<file path="src/rtl/student_dma_pkg.sv">
// Shared types and constants for the student sample DMA.
package student_dma_pkg;

    typedef enum logic [1:0] {
        IDLE = 2'd0,
        REQ  = 2'd1,
        WAIT = 2'd2
    } dma_state_e;

    localparam logic [1:0] TL_SIZE_WORD = 2'd2;
    localparam logic [3:0] TL_MASK_FULL = 4'hF;

    // Ring index after idx; an index already past a shrunk ring wraps to 0.
    function automatic logic [15:0] next_idx(input logic [15:0] idx, input logic [15:0] len_eff);
        logic [16:0] inc;
        inc = {1'b0, idx} + 17'd1;
        return (inc >= {1'b0, len_eff}) ? 16'd0 : inc[15:0];
    endfunction

endpackage

</file>
<file path="src/rtl/tlul_pkg.sv">
// Minimal TL-UL channel definitions for the student host port (32-bit data, 8-bit source).
package tlul_pkg;

    typedef enum logic [2:0] {
        PutFullData    = 3'h0,
        PutPartialData = 3'h1,
        Get            = 3'h4
    } tl_a_op_e;

    typedef enum logic [2:0] {
        AccessAck     = 3'h0,
        AccessAckData = 3'h1
    } tl_d_op_e;

    typedef struct packed {
        logic        a_valid;
        tl_a_op_e    a_opcode;
        logic [2:0]  a_param;
        logic [1:0]  a_size;
        logic [7:0]  a_source;
        logic [31:0] a_address;
        logic [3:0]  a_mask;
        logic [31:0] a_data;
        logic        d_ready;
    } tl_h2d_t;

    typedef struct packed {
        logic        d_valid;
        tl_d_op_e    d_opcode;
        logic [2:0]  d_param;
        logic [1:0]  d_size;
        logic [7:0]  d_source;
        logic        d_sink;
        logic [31:0] d_data;
        logic        d_error;
        logic        a_ready;
    } tl_d2h_t;

endpackage

</file>
<file path="src/rtl/student_sample_fifo.sv">
// Synchronous first-word-fall-through FIFO; a pop in the same cycle frees room for a push when full.
module student_sample_fifo #(
    parameter int unsigned DEPTH = 8,
    parameter int unsigned WIDTH = 32
) (
    input  logic             clk_i,
    input  logic             rst_i,
    input  logic             push_i,
    input  logic [WIDTH-1:0] data_i,
    input  logic             pop_i,
    input  logic             flush_i,
    output logic             full_o,
    output logic             empty_o,
    output logic [WIDTH-1:0] head_o
);
    localparam int unsigned AW = $clog2(DEPTH);
    localparam logic [AW:0] CNT_FULL = (AW+1)'(DEPTH);

    logic [WIDTH-1:0] mem_q [DEPTH];
    logic [AW-1:0]    wptr_q, wptr_d, rptr_q, rptr_d;
    logic [AW:0]      cnt_q, cnt_d;
    logic             do_push, do_pop;

    assign full_o  = (cnt_q == CNT_FULL);
    assign empty_o = (cnt_q == '0);
    assign head_o  = mem_q[rptr_q];
    assign do_pop  = pop_i && !empty_o;
    assign do_push = push_i && (!full_o || do_pop) && !flush_i;

    always_comb begin
        // NOTE: every always_comb output gets a default first so no path infers a latch.
        wptr_d = wptr_q;
        rptr_d = rptr_q;
        cnt_d  = cnt_q;
        if (flush_i) begin
            wptr_d = '0;
            rptr_d = '0;
            cnt_d  = '0;
        end else begin
            if (do_push) wptr_d = wptr_q + AW'(1);
            if (do_pop)  rptr_d = rptr_q + AW'(1);
            if (do_push && !do_pop)      cnt_d = cnt_q + (AW+1)'(1);
            else if (do_pop && !do_push) cnt_d = cnt_q - (AW+1)'(1);
        end
    end

    always_ff @(posedge clk_i or posedge rst_i) begin
        // NOTE: sequential state uses non-blocking assignments so all registers update together.
        if (rst_i) begin
            wptr_q <= '0;
            rptr_q <= '0;
            cnt_q  <= '0;
        end else begin
            wptr_q <= wptr_d;
            rptr_q <= rptr_d;
            cnt_q  <= cnt_d;
        end
    end

    // NOTE: storage is not reset; the pointers alone decide which entries are valid.
    always_ff @(posedge clk_i) begin
        if (do_push) mem_q[wptr_q] <= data_i;
    end

endmodule

</file>
<file path="src/rtl/student_sample_dma.sv">
// TL-UL host that writes buffered samples into a memory ring, one PutFullData outstanding at a time.
// Define STUDENT_SAMPLE_DMA_IRQ_EN to build the half-full / wrap interrupt pulse on irq_o.
module student_sample_dma import student_dma_pkg::*; #(
    parameter int unsigned SAMPLE_W   = 32,
    parameter int unsigned FIFO_DEPTH = 8,
    parameter int unsigned SOURCE_ID  = 0
) (
    input  logic                  clk_i,
    input  logic                  rst_i,
    input  logic                  enable_i,
    input  logic [31:0]           base_addr_i,
    input  logic [15:0]           len_words_i,
    input  logic [SAMPLE_W-1:0]   sample_i,
    input  logic                  sample_valid_i,
    output logic [15:0]           wr_idx_o,
    output logic                  overflow_o,
    output logic                  err_o,
    input  logic                  clr_i,
    output logic                  irq_o,
    output tlul_pkg::tl_h2d_t     tl_host_o,
    input  tlul_pkg::tl_d2h_t     tl_host_i
);
    dma_state_e  state_q, state_d;
    logic [15:0] wr_idx_q, wr_idx_d, len_q, len_d, len_eff;
    logic [31:0] addr_q, addr_d, sample_ext, fifo_head;
    logic        ovf_q, ovf_d, err_q, err_d;
    logic        fifo_push, fifo_pop, fifo_flush, fifo_full, fifo_empty;
    logic        d_done, unused_inputs;

    assign len_eff    = (len_words_i == 16'd0) ? 16'd1 : len_words_i;
    assign sample_ext = 32'($signed(sample_i));
    assign fifo_push  = sample_valid_i && enable_i;
    assign d_done     = (state_q == WAIT) && tl_host_i.d_valid;
    assign unused_inputs = ^{base_addr_i[1:0], tl_host_i.d_opcode, tl_host_i.d_param, tl_host_i.d_size,
                             tl_host_i.d_source, tl_host_i.d_sink, tl_host_i.d_data};

    student_sample_fifo #(.DEPTH(FIFO_DEPTH), .WIDTH(32)) u_fifo (
        .clk_i   (clk_i),
        .rst_i   (rst_i),
        .push_i  (fifo_push),
        .data_i  (sample_ext),
        .pop_i   (fifo_pop),
        .flush_i (fifo_flush),
        .full_o  (fifo_full),
        .empty_o (fifo_empty),
        .head_o  (fifo_head)
    );

    always_ff @(posedge clk_i or posedge rst_i) begin
        if (rst_i) state_q <= IDLE;
        else       state_q <= state_d;
    end

    always_comb begin
        state_d = state_q;
        case (state_q)
            IDLE:    if (!fifo_empty && enable_i) state_d = REQ;
            REQ:     if (tl_host_i.a_ready)       state_d = WAIT;
            WAIT:    if (tl_host_i.d_valid)       state_d = IDLE;
            default: state_d = IDLE;
        endcase
    end

    always_comb begin
        tl_host_o           = '0;
        tl_host_o.a_valid   = (state_q == REQ);
        tl_host_o.a_opcode  = tlul_pkg::PutFullData;
        tl_host_o.a_param   = 3'd0;
        tl_host_o.a_size    = TL_SIZE_WORD;
        tl_host_o.a_source  = 8'(SOURCE_ID);
        tl_host_o.a_address = addr_q;
        tl_host_o.a_mask    = TL_MASK_FULL;
        tl_host_o.a_data    = fifo_head;
        tl_host_o.d_ready   = 1'b1;
        fifo_pop            = (state_q == REQ) && tl_host_i.a_ready;
        fifo_flush          = (state_q == IDLE) && !enable_i;
    end

    // Address and ring length are captured on entry to REQ so the request stays stable while stalled.
    always_comb begin
        addr_d   = addr_q;
        len_d    = len_q;
        wr_idx_d = wr_idx_q;
        if (state_q == IDLE && state_d == REQ) begin
            addr_d = {base_addr_i[31:2], 2'b00} + {14'd0, wr_idx_q, 2'b00};
            len_d  = len_eff;
        end
        if (d_done) wr_idx_d = next_idx(wr_idx_q, len_q);
        ovf_d = (fifo_push && fifo_full && !fifo_pop) || (ovf_q && !clr_i);
        err_d = (d_done && tl_host_i.d_error) || (err_q && !clr_i);
    end

    always_ff @(posedge clk_i or posedge rst_i) begin
        if (rst_i) begin
            addr_q   <= '0;
            len_q    <= 16'd1;
            wr_idx_q <= '0;
            ovf_q    <= 1'b0;
            err_q    <= 1'b0;
        end else begin
            addr_q   <= addr_d;
            len_q    <= len_d;
            wr_idx_q <= wr_idx_d;
            ovf_q    <= ovf_d;
            err_q    <= err_d;
        end
    end

    assign wr_idx_o   = wr_idx_q;
    assign overflow_o = ovf_q;
    assign err_o      = err_q;

`ifdef STUDENT_SAMPLE_DMA_IRQ_EN
    logic irq_q, irq_d, hit_half, hit_wrap;

    always_comb begin
        hit_wrap = (wr_idx_q == len_q - 16'd1);
        hit_half = (len_q >= 16'd2) && (wr_idx_q == (len_q >> 1) - 16'd1);
        irq_d    = d_done && (hit_wrap || hit_half);
    end

    always_ff @(posedge clk_i or posedge rst_i) begin
        if (rst_i) irq_q <= 1'b0;
        else       irq_q <= irq_d;
    end

    assign irq_o = irq_q;
`else
    assign irq_o = 1'b0;
`endif

endmodule

</file>
<file path="config.mk">
export PLATFORM = sky130hd
export DESIGN_NAME = student_sample_dma
export DESIGN_NICKNAME = d
export VERILOG_FILES = /design/src/rtl/student_dma_pkg.sv /design/src/rtl/tlul_pkg.sv /design/src/rtl/student_sample_fifo.sv /design/src/rtl/student_sample_dma.sv
export SDC_FILE = /design/constraint.sdc
export NUM_CORES = 1
export LEC_CHECK = 0
export ABC_CLOCK_PERIOD_IN_PS = 8400
export CAP_MARGIN = 5
export CELL_PAD_IN_SITES_DETAIL_PLACEMENT = 0
export CELL_PAD_IN_SITES_GLOBAL_PLACEMENT = 2
export CORE_MARGIN = 4
export CORE_UTILIZATION = 41
export DETAILED_ROUTE_END_ITERATION = 16
export GPL_TIMING_DRIVEN = 0
export PLACE_DENSITY = 0.86
export SYNTH_ARGS = -nofsm -noshare
export SYNTH_HDL_FRONTEND = slang
export SYNTH_SLANG_ARGS = --single-unit
export TNS_END_PERCENT = 10
</file>
<file path="constraint.sdc">
create_clock -name clk_i -period 8.4 [get_ports clk_i]
set_input_delay 1.68 -clock clk_i [delete_from_list [all_inputs] [get_ports clk_i]]
set_output_delay 1.68 -clock clk_i [all_outputs]
set_load 0.02 [all_outputs]
</file>
==> impl_metrics.py, run 1 <==
metrics = {
    "grt": {
        "antenna_found_initial": 4,
        "grt_start_max_net_pins": 59,
        "grt_pass1_wl_um": 55500,
        "grt_overflow": 0,
        "grt_pass1_vias": 9460,
        "busiest_layer": "met2",
        "use_met1_pct": 24.6,
        "met2_usage_pct": 30.6,
        "met3_usage_pct": 4.66,
        "grt.total_usage_pct": 18.3,
    },
    "power_and_ir_drop": {
        "p_leak_uw": 0.00681,
        "ir_drop_v": 0.000161,
        "p_int_uw": 3820,
        "p_sw_share_pct": 30.5,
        "cellPowerDensity_nw_per_um2": 292,
        "clock_power_share_pct": 30.8,
        "p_sw_uw": 1670,
        "p_comb_share_pct": 30.9,
        "seq_power_share_pct": 38.2,
    },
    "job": {
        "maxCapViolCount": 0,
    },
    "synthesis": {
        "ys.flop_type": "edfxtp_1",
        "ys_top_cells_by_count": "256 x edfxtp_1, 98 x nand2_1, 75 x dfrtp_1, 69 x o21ai_0, 64 x mux4_2",
        "yosysMostFrequentCell": "edfxtp_1",
        "yosysTopAreaCell": "edfxtp_1",
        "ys_types": 67,
        "netlist_instances": 989,
        "seq_area_frac_synth_pct": 64.6,
        "syn_area_um2": 14800,
        "yosysTopAreaCellShare_pct": 51.8,
        "synth-seq-cells": 332,
        "synth_area_per_cell_um2": 15.0,
        "synth_edf_count": 256,
        "synthArstFlopShare_pct": 22.9,
        "synth_area_leaders": "edfxtp_1 52%, dfrtp_1 13%, mux4_2 9.7%",
        "ys.warnings.count": 0,
    },
    "sta": {
        "min_period_over_period_pct": 59.7,
        "setup_viol": 0,
        "final_max_slew_viol_count": 0,
        "hold_violations": 0,
        "worst_slew_pin_slew_ps": 984,
        "fin_ws_ps": 3390,
        "period_needed_ps": 5010,
        "fmax_ghz": 0.199,
        "finClkSkew_ps": 34.6,
        "rsz0062_at_grt": "false",
        "slew_headroom_pct": 34.4,
    },
    "drt": {
        "dr.first_iter.drc_count": 621,
        "first_pass_iters": 5,
        "vias": 9059,
        "drt_wl_total_um": 35900,
        "ant_nets": 0,
        "routedWlPerCell_um": 20.8,
        "viasPerCell": 5.24,
        "drc_errors": 0,
    },
    "critical_path": {
        "crit_family": "buffers and inverters",
        "slowest_delay_ps": 660,
        "critPathKind": "reg -> out",
        "cp.required_ps": 6720,
        "path_cells": "clkbuf_1, clkbuf_1, mux4_2, mux2_2, clkdlybuf4s50_1",
        "end_kind": "output port",
        "path_max_fanout": 10,
        "startpoint_type": "flop",
        "cp.buffers_inverters": 3,
        "slowest_stage": "clkbuf_1",
        "arrival_ps": 3330,
        "path_common_cell": "clkbuf_1",
    },
    "cells_and_area": {
        "area_growth_pct": 26.7,
        "utilization_pct": 52.7,
        "fillerInstances": 2915,
        "drive_above_1_share_pct": 19.0,
        "multi_input_area_um2": 4890,
        "final-seq-area_um2": 9590,
        "nNetsFinal": 1415,
    },
    "placement": {
        "port_buffers": 166,
        "finalWeightedCongestion": 0.802,
        "place_ws_ps": 3620,
        "dp_hpwl_um": 25300,
    },
    "clocking": {
        "cts_setup_buffers": 0,
        "cts_resized": 0,
        "holdBufCountCts": 0,
        "cts_max_level": 2,
        "clock_latency_ps": 550,
        "cts_made_buffers": 36,
        "cts_tree": "yes",
        "clk_pin_slew_worst_paths_ps": 60,
        "cts.path.max_buffers": 3,
        "cts_root_buf": "clkbuf_16",
        "clock-sinks": 332,
    },
    "floorplanning": {
        "io_pins": 242,
        "initial_core_util_pct": 41.6,
        "die_y_um": 198,
        "die_area_um2": 39300,
        "fp.dieW_um": 198,
        "rows": 69,
        "core_area_um2": 35700,
    },
    "outcome": {
        "outcome": "finished clean",
    },
    "min_path": {
        "hold_path_class": "reg -> reg",
    },
}
metrics by stage:
| stage | std cells | power (uW) | TNS [ps] | hold WS [ps] | area (um2) |
|---|---|---|---|---|---|
| 2_1_floorplan | 1011 | 3160 | 0 | 481 | 14900 |
| 3_3_place_gp | 1638 | 3820 | -27530 | 464 | 17200 |
| 3_5_place_dp | 1662 | 3850 | 0 | 470 | 17500 |
| 4_1_cts | 1727 | 5560 | 0 | 483 | 18800 |
| 5_1_grt | 1728 | 5800 | 0 | 510 | 18800 |
| 6_report | 1728 | 5490 | 0 | 475 | 18800 |
power groups by stage:
stage / clock network, uW / registers (uW) / logic, uW
final: 1690 / 2100 / 1700
after global routing: 1800 / 2130 / 1870
after CTS: 1730 / 2100 / 1730
after detailed placement: 0 / 2130 / 1720
after global placement: 0 / 2140 / 1680
after floorplan: 0 / 2210 / 949
logic make-up (layout without fill, tap and decap cells):
kind of cell / count (synthesis) / after routing / synth area share, %
DFF: 332 / 332 / 64.6
muxes: 98 / 98 / 12.3
and+or+nand+nor: 236 / 236 / 7.85
xor gates and xnor gates: 37 / 37 / 2.18
other: 2 / 25 / 0.0506
AOI/OAI and AO/OA: 147 / 147 / 6.36
buffers and inverters: 98 / 353 / 3.30
adders and majority gates: 39 / 39 / 3.39
placed cells by master, fill, tap and decap left out, types with 5 or more instances in the layout:
master,n
nand2_1,98
conb_1,24
nor3_1,8
nand4_1,11
mux4_2,64
dfrtp_1,75
buf_1,5
nand2b_1,17
clkbuf_16,37
nor4_1,5
edfxtp_1,256
clkbuf_1,24
buf_6,19
xnor2_1,21
ha_1,37
a21o_1,10
nand3_1,18
a21oi_1,24
a31oi_1,6
clkdlybuf4s50_1,166
buf_4,26
nor2_1,34
buf_2,11
clkinv_1,6
inv_1,36
and3_1,12
mux2_2,32
o21ai_0,69
bufinv_16,7
xor2_1,16
path summary, 6_finish.rpt:
kind	startpoint	endpoint	slack (ps)	cells past startpoint
max	u_fifo.rptr_q[1]	tl_host_o[29]	3390	5
min	addr_q[23]	addr_q[23]	480	2
max reg2reg	wr_idx_o[0]	wr_idx_o[11]	4740	13
min reg2reg	addr_q[23]	addr_q[23]	480	2
max in group asynchronous	rst_i	len_q[0]	6310	3
min in group asynchronous	rst_i	addr_q[18]	1450	2
state kept, by name (all words and copies together), names as in the netlist, 2 cells and up:
| signal | count |
|---|---|
| u_fifo.rptr_q | 3 |
| state_q | 2 |
| addr_q | 30 |
| len_q | 16 |
| u_fifo.cnt_q | 4 |
| wr_idx_o | 16 |
| u_fifo.mem_q | 256 |
| u_fifo.wptr_q | 3 |
worst reg2reg max path, stage by stage (launching register included):
cell and delay, ps:
dfrtp_1 480, ha_1 230, nand3_1 120, nor2_1 370
nand2_1 130, xnor2_1 270, ha_1 310, a22o_1 210
o41ai_1 270, a2111oi_0 160, nand4b_1 450, buf_2 330
nor3_1 190, a21o_1 110
per-layer routing:
layer | wire [um] | share of wire (%)
met5 | 38 | 0.11
met3 | 2480 | 6.9
met1 | 15300 | 43
met4 | 473 | 1.3
met2 | 17600 | 49
cell type report:
cell class | instances | share of cell area, %
buffer | 61 | 1.87
antenna | 1 | 0.0133
sequential | 332 | 51.0
multi-input combinational | 581 | 26.0
timing repair buffer | 190 | 10.5
clock inverter | 20 | 1.60
tap | 461 | 3.07
inverter | 37 | 0.752
clock buffer | 45 | 5.19
No activity file was read; power rests on OpenSTA's default activity.
==> inputs of run 2 (changes only) <==
Settings changed: ABC_CLOCK_PERIOD_IN_PS 8400 to 5090, CORE_UTILIZATION 41 to 38, PLACE_DENSITY 0.86 to 0.8.
Clock period 8.4 ns to 5.09 ns, I/O delays scaled along.
==> impl_metrics.py, run 2 (synthesis results as in run 1) <==
metrics = {
    "placement": {
        "place_area_um2": 17700,
        "dp_hpwl_um": 25900,
        "finalWeightedCongestion": 0.768,
        "port_buffers": 166,
    },
    "power_and_ir_drop": {
        "ir_drop_v": 0.000254,
        "cellPowerDensity_nw_per_um2": 474,
        "p_leak_uw": 0.00681,
        "power_uw": 8930,
    },
    "floorplanning": {
        "die_area_um2": 42300,
        "io_pins": 242,
        "fp.dieW_um": 206,
        "die_y_um": 206,
        "core_area_um2": 38600,
        "rows": 72,
        "initial_core_util_pct": 38.4,
    },
    "clocking": {
        "cts_resized": 0,
        "clk_pin_slew_worst_paths_ps": 60,
        "cts_tree": "yes",
        "cts_made_buffers": 37,
        "cts.path.max_buffers": 3,
        "cts_setup_buffers": 0,
        "clock-sinks": 332,
        "clock_latency_ps": 540,
        "cts_root_buf": "clkbuf_16",
        "cts_max_level": 2,
        "holdBufCountCts": 0,
    },
    "grt": {
        "grt_pass1_vias": 9346,
        "grt_start_max_net_pins": 45,
        "grt_overflow": 0,
        "antenna_found_initial": 1,
        "grt_pass1_wl_um": 55800,
        "grt.total_usage_pct": 17.3,
    },
    "drt": {
        "dr.first_iter.drc_count": 456,
        "drt_wl_total_um": 36100,
        "first_pass_iters": 5,
        "wl_met2_um": 18300,
        "routedWlPerCell_um": 20.2,
        "viasPerCell": 4.99,
        "routed.top_layer": "met5",
        "dr_wl_met3_um": 2030,
        "drc_errors": 0,
        "vias": 8917,
        "wl_met1_um": 15100,
        "ant_nets": 0,
    },
    "job": {
        "maxCapViolCount": 0,
    },
    "sta": {
        "slew_headroom_pct": 32.7,
        "worst_slew_pin_slew_ps": 1010,
        "period_needed_ps": 4300,
        "finClkSkew_ps": 14.5,
        "fmax_ghz": 0.232,
        "min_period_over_period_pct": 84.6,
        "rsz0062_at_grt": "false",
        "setup_viol": 0,
        "final_max_slew_viol_count": 0,
        "hold_violations": 0,
    },
    "cells_and_area": {
        "layout_common_cells": "256 x edfxtp_1, 166 x clkdlybuf4s50_1, 98 x nand2_1, 75 x dfrtp_1, 69 x o21ai_0",
        "fillerInstances": 3319,
        "num_antenna_cells": 0,
        "largest_reg_flops": 256,
        "top_regs": "u_fifo.mem_q: 256 flops, addr_q: 30 flops",
        "area_growth_pct": 27.0,
        "regMostFlops": "u_fifo.mem_q",
        "nNetsFinal": 1419,
        "drive_above_1_share_pct": 18.9,
        "multi_input_area_um2": 4890,
        "finish.instance_area_um2": 18800,
        "final-seq-area_um2": 9590,
        "mostFrequentLayoutCell": "edfxtp_1",
    },
    "critical_path": {
        "r2r_end": "wr_idx_o[12]",
        "r2r_start": "wr_idx_o[0]",
        "end_kind": "output port",
        "arrival_ps": 3290,
        "cp.required_ps": 4070,
        "path_max_fanout": 10,
        "critPathKind": "reg -> out",
        "startpoint_type": "flop",
        "rrSetupSlack_ps": 1390,
        "r2r_cells": 13,
    },
    "min_path": {
        "whs_endpoint": "addr_q[17]",
        "holdCritStartpoint": "addr_q[17]",
        "holdPathStages": 2,
        "hold_path_class": "reg -> reg",
    },
    "outcome": {
        "outcome": "finished clean",
    },
}
[run 2: changes by cell type in the layout (fill, tap and decap cells not counted), sizes merged]
cell	delta
inv	-1
clkbuf	+5
buf	+3
diode	-1
bufinv	-3
clkinv	-1
clkinvlp	-1
[run 2: per-layer routing]
metal  track usage [%]  up-vias
li1                  -     4229
met1              22.4     4437
met2              29.9      206
met3              3.50       43
met4              4.57        2
met5                 0        -
[run 2: power breakdown]
part | total [uW] | internal (uW) | switching (uW)
sequential | 3470 | 3280 | 186
clock | 2660 | 1600 | 1060
combinational | 2810 | 1300 | 1500
total | 8930 | 6180 | 2750
[run 2: how the worst max path moves through the flow]
stage                           from                   to  depth (start not counted)
floorplan               tl_host_i[0]   u_fifo.mem_q[4][0]                          4
global placement            enable_i  u_fifo.mem_q[4][15]                          5
detailed placement          enable_i  u_fifo.mem_q[1][15]                          8
CTS                 u_fifo.rptr_q[1]        tl_host_o[25]                          5
global route        u_fifo.rptr_q[1]        tl_host_o[27]                          5
finish              u_fifo.rptr_q[1]        tl_host_o[29]                          5
[run 2: metrics by stage]
stage	cells	setup slack (ps)	hold WS (ps)	util [%]	TNS, ps
detailed placement	1722	729	474	45.7	0
global placement	1695	-2950	463	44.6	-588090
global route	1786	619	505	48.8	0
floorplan	1011	287	481	-	0
finish	1786	786	476	48.8	0
CTS	1786	731	486	48.8	0
[run 2: worst max-delay path: stages, from the launching register on]
cell,delay [ps]
dfrtp_1,370
clkbuf_1,430
clkbuf_1,660
mux4_2,410
mux2_2,300
clkdlybuf4s50_1,550
[run 2: final cells by class]
| type | instances | share of cell area (%) |
|---|---|---|
| multi-input combinational | 581 | 26.0 |
| inverter | 37 | 0.750 |
| clock buffer | 50 | 5.34 |
| clock inverter | 14 | 1.02 |
| tap | 518 | 3.44 |
| buffer | 61 | 1.87 |
| timing repair buffer | 193 | 10.7 |
| sequential | 332 | 50.9 |
==> inputs of run 3 (changes only) <==
Settings changed: ABC_CLOCK_PERIOD_IN_PS 5090 to 3900, CORE_UTILIZATION 38 to 34, PLACE_DENSITY 0.8 to 0.76.
Clock period 5.09 ns to 3.9 ns, I/O delays scaled along.
==> impl_metrics.py, run 3 (synthesis results as in run 1) <==
metrics = {
    "outcome": {
        "outcome": "finished clean",
    },
    "power_and_ir_drop": {
        "p_leak_uw": 0.00680,
        "power_uw": 11400,
        "clock_power_share_pct": 28.3,
        "p_comb_share_pct": 32.2,
        "p_sw_uw": 3640,
        "ir_drop_v": 0.000264,
        "p_int_uw": 7810,
        "cellPowerDensity_nw_per_um2": 606,
        "seq_power_share_pct": 39.5,
        "p_sw_share_pct": 31.8,
    },
    "clocking": {
        "holdBufCountCts": 0,
        "clock-sinks": 332,
        "cts_made_buffers": 38,
        "cts_tree": "yes",
        "clock_latency_ps": 550,
        "cts_root_buf": "clkbuf_16",
        "cts_max_level": 2,
        "clk_pin_slew_worst_paths_ps": 60,
        "cts.path.max_buffers": 3,
    },
    "critical_path": {
        "startpoint_type": "flop",
        "end_kind": "output port",
        "cp.required_ps": 3120,
        "arrival_ps": 3020,
        "path_max_fanout": 10,
        "rrSetupSlack_ps": 330,
        "path_common_cell": "buf_2",
        "critPathKind": "reg -> out",
        "path_cells": "buf_2, buf_2, mux4_2, mux2_2, clkdlybuf4s50_1",
        "slowest_delay_ps": 550,
        "slowest_stage": "mux4_2",
        "r2r_cells": 15,
    },
    "min_path": {
        "holdPathStages": 2,
        "hold_path_class": "reg -> reg",
    },
    "cells_and_area": {
        "fillerInstances": 3902,
        "multi_input_area_um2": 4900,
        "largest_reg_flops": 256,
        "fin_cells": 1859,
        "final-seq-area_um2": 9590,
        "finish.instance_area_um2": 18900,
        "area_growth_pct": 27.2,
        "mostFrequentLayoutCell": "edfxtp_1",
        "nNetsFinal": 1421,
        "drive_above_1_share_pct": 19.9,
        "layout_common_cells": "256 x edfxtp_1, 166 x clkdlybuf4s50_1, 98 x nand2_1, 75 x dfrtp_1, 69 x o21ai_0",
        "top_regs": "u_fifo.mem_q: 256 flops, addr_q: 30 flops",
        "regMostFlops": "u_fifo.mem_q",
    },
    "grt": {
        "grt_pass1_vias": 9304,
        "grt_start_max_net_pins": 47,
        "grt.total_usage_pct": 15.6,
        "grt_overflow": 0,
        "antenna_found_initial": 4,
        "grt_pass1_wl_um": 56300,
    },
    "floorplanning": {
        "die_area_um2": 47100,
        "rows": 76,
        "io_pins": 242,
        "core_area_um2": 43100,
        "die_y_um": 217,
        "initial_core_util_pct": 34.5,
        "fp.dieW_um": 217,
    },
    "placement": {
        "finalWeightedCongestion": 0.771,
        "port_buffers": 166,
        "placed_cells": 1788,
        "dp_hpwl_um": 26600,
        "place_area_um2": 17700,
    },
    "sta": {
        "rsz0062_at_grt": "true",
        "holdWs_ps": 472,
        "fmax_ghz": 0.263,
        "slew_headroom_pct": 37.3,
        "setup_viol": 0,
        "hold_violations": 0,
        "min_period_over_period_pct": 97.5,
        "finClkSkew_ps": 15.3,
        "period_needed_ps": 3800,
        "final_max_slew_viol_count": 0,
        "worst_slew_pin_slew_ps": 934,
    },
    "drt": {
        "ant_nets": 0,
        "drt_wl_total_um": 36700,
        "drc_errors": 0,
        "dr.first_iter.drc_count": 598,
        "first_pass_iters": 5,
        "routedWlPerCell_um": 19.8,
        "viasPerCell": 4.87,
        "vias": 9048,
    },
    "job": {
        "maxCapViolCount": 0,
    },
}
run 3: what timing repair did:
action,CTS,global route
endpoints found under the setup margin,32,42
buffers inserted,0,2
gates resized for setup,7,5
run 3: worst paths after layout:
kind / start / endpoint
max: u_fifo.rptr_q[0] / tl_host_o[16]
min: addr_q[2] / addr_q[2]
max reg2reg: wr_idx_o[0] / wr_idx_o[11]
min reg2reg: addr_q[2] / addr_q[2]
max in group asynchronous: rst_i / wr_idx_o[6]
min in group asynchronous: rst_i / addr_q[17]
run 3: stage by stage:
step                      setup TNS (ps)  utilization, %  setup WS [ps]
final                                  0            43.8           99.4
after detailed placement           -9340            41.1           -386
after global routing                -531            43.8          -58.3
after CTS                              0            43.8           1.93
after floorplan                  -111250               -           -665
after global placement           -890990            40.2          -4120
run 3: critical path: cells and delay by family, from the launching register on:
kind | cells | cell delay (ps)
buffers and inverters | 3 | 1270
DFF | 1 | 360
muxes | 2 | 840
run 3: final cells by class:
class                   instances  share of cell area (%)
well taps                     585                    3.88
repair buffers                194                    10.7
clock buffers                  47                    5.22
plain buffers                  61                    1.95
flip-flops and latches        332                    50.8
inverters                      37                   0.749
diodes                          1                  0.0133
multi-input cells             581                    25.9
clock inverters                21                   0.809
run 3: power groups by stage:
stage | combinational (uW) | clock, uW | sequential, uW
2_1_floorplan | 2040 | 0 | 4760
3_3_place_gp | 3670 | 0 | 4600
3_5_place_dp | 3750 | 0 | 4600
4_1_cts | 3770 | 3340 | 4530
5_1_grt | 4040 | 3490 | 4580
6_report | 3690 | 3240 | 4520
run 3: routing by layer:
| metal | up-vias | share of wire (%) | GRT usage [%] |
|---|---|---|---|
| met5 | - | 0.11 | 0 |
| met4 | 6 | 1.6 | 3.67 |
| met3 | 48 | 5.4 | 3.63 |
| met2 | 232 | 51 | 27.0 |
| met1 | 4523 | 42 | 20.0 |
| li1 | 4239 | - | - |
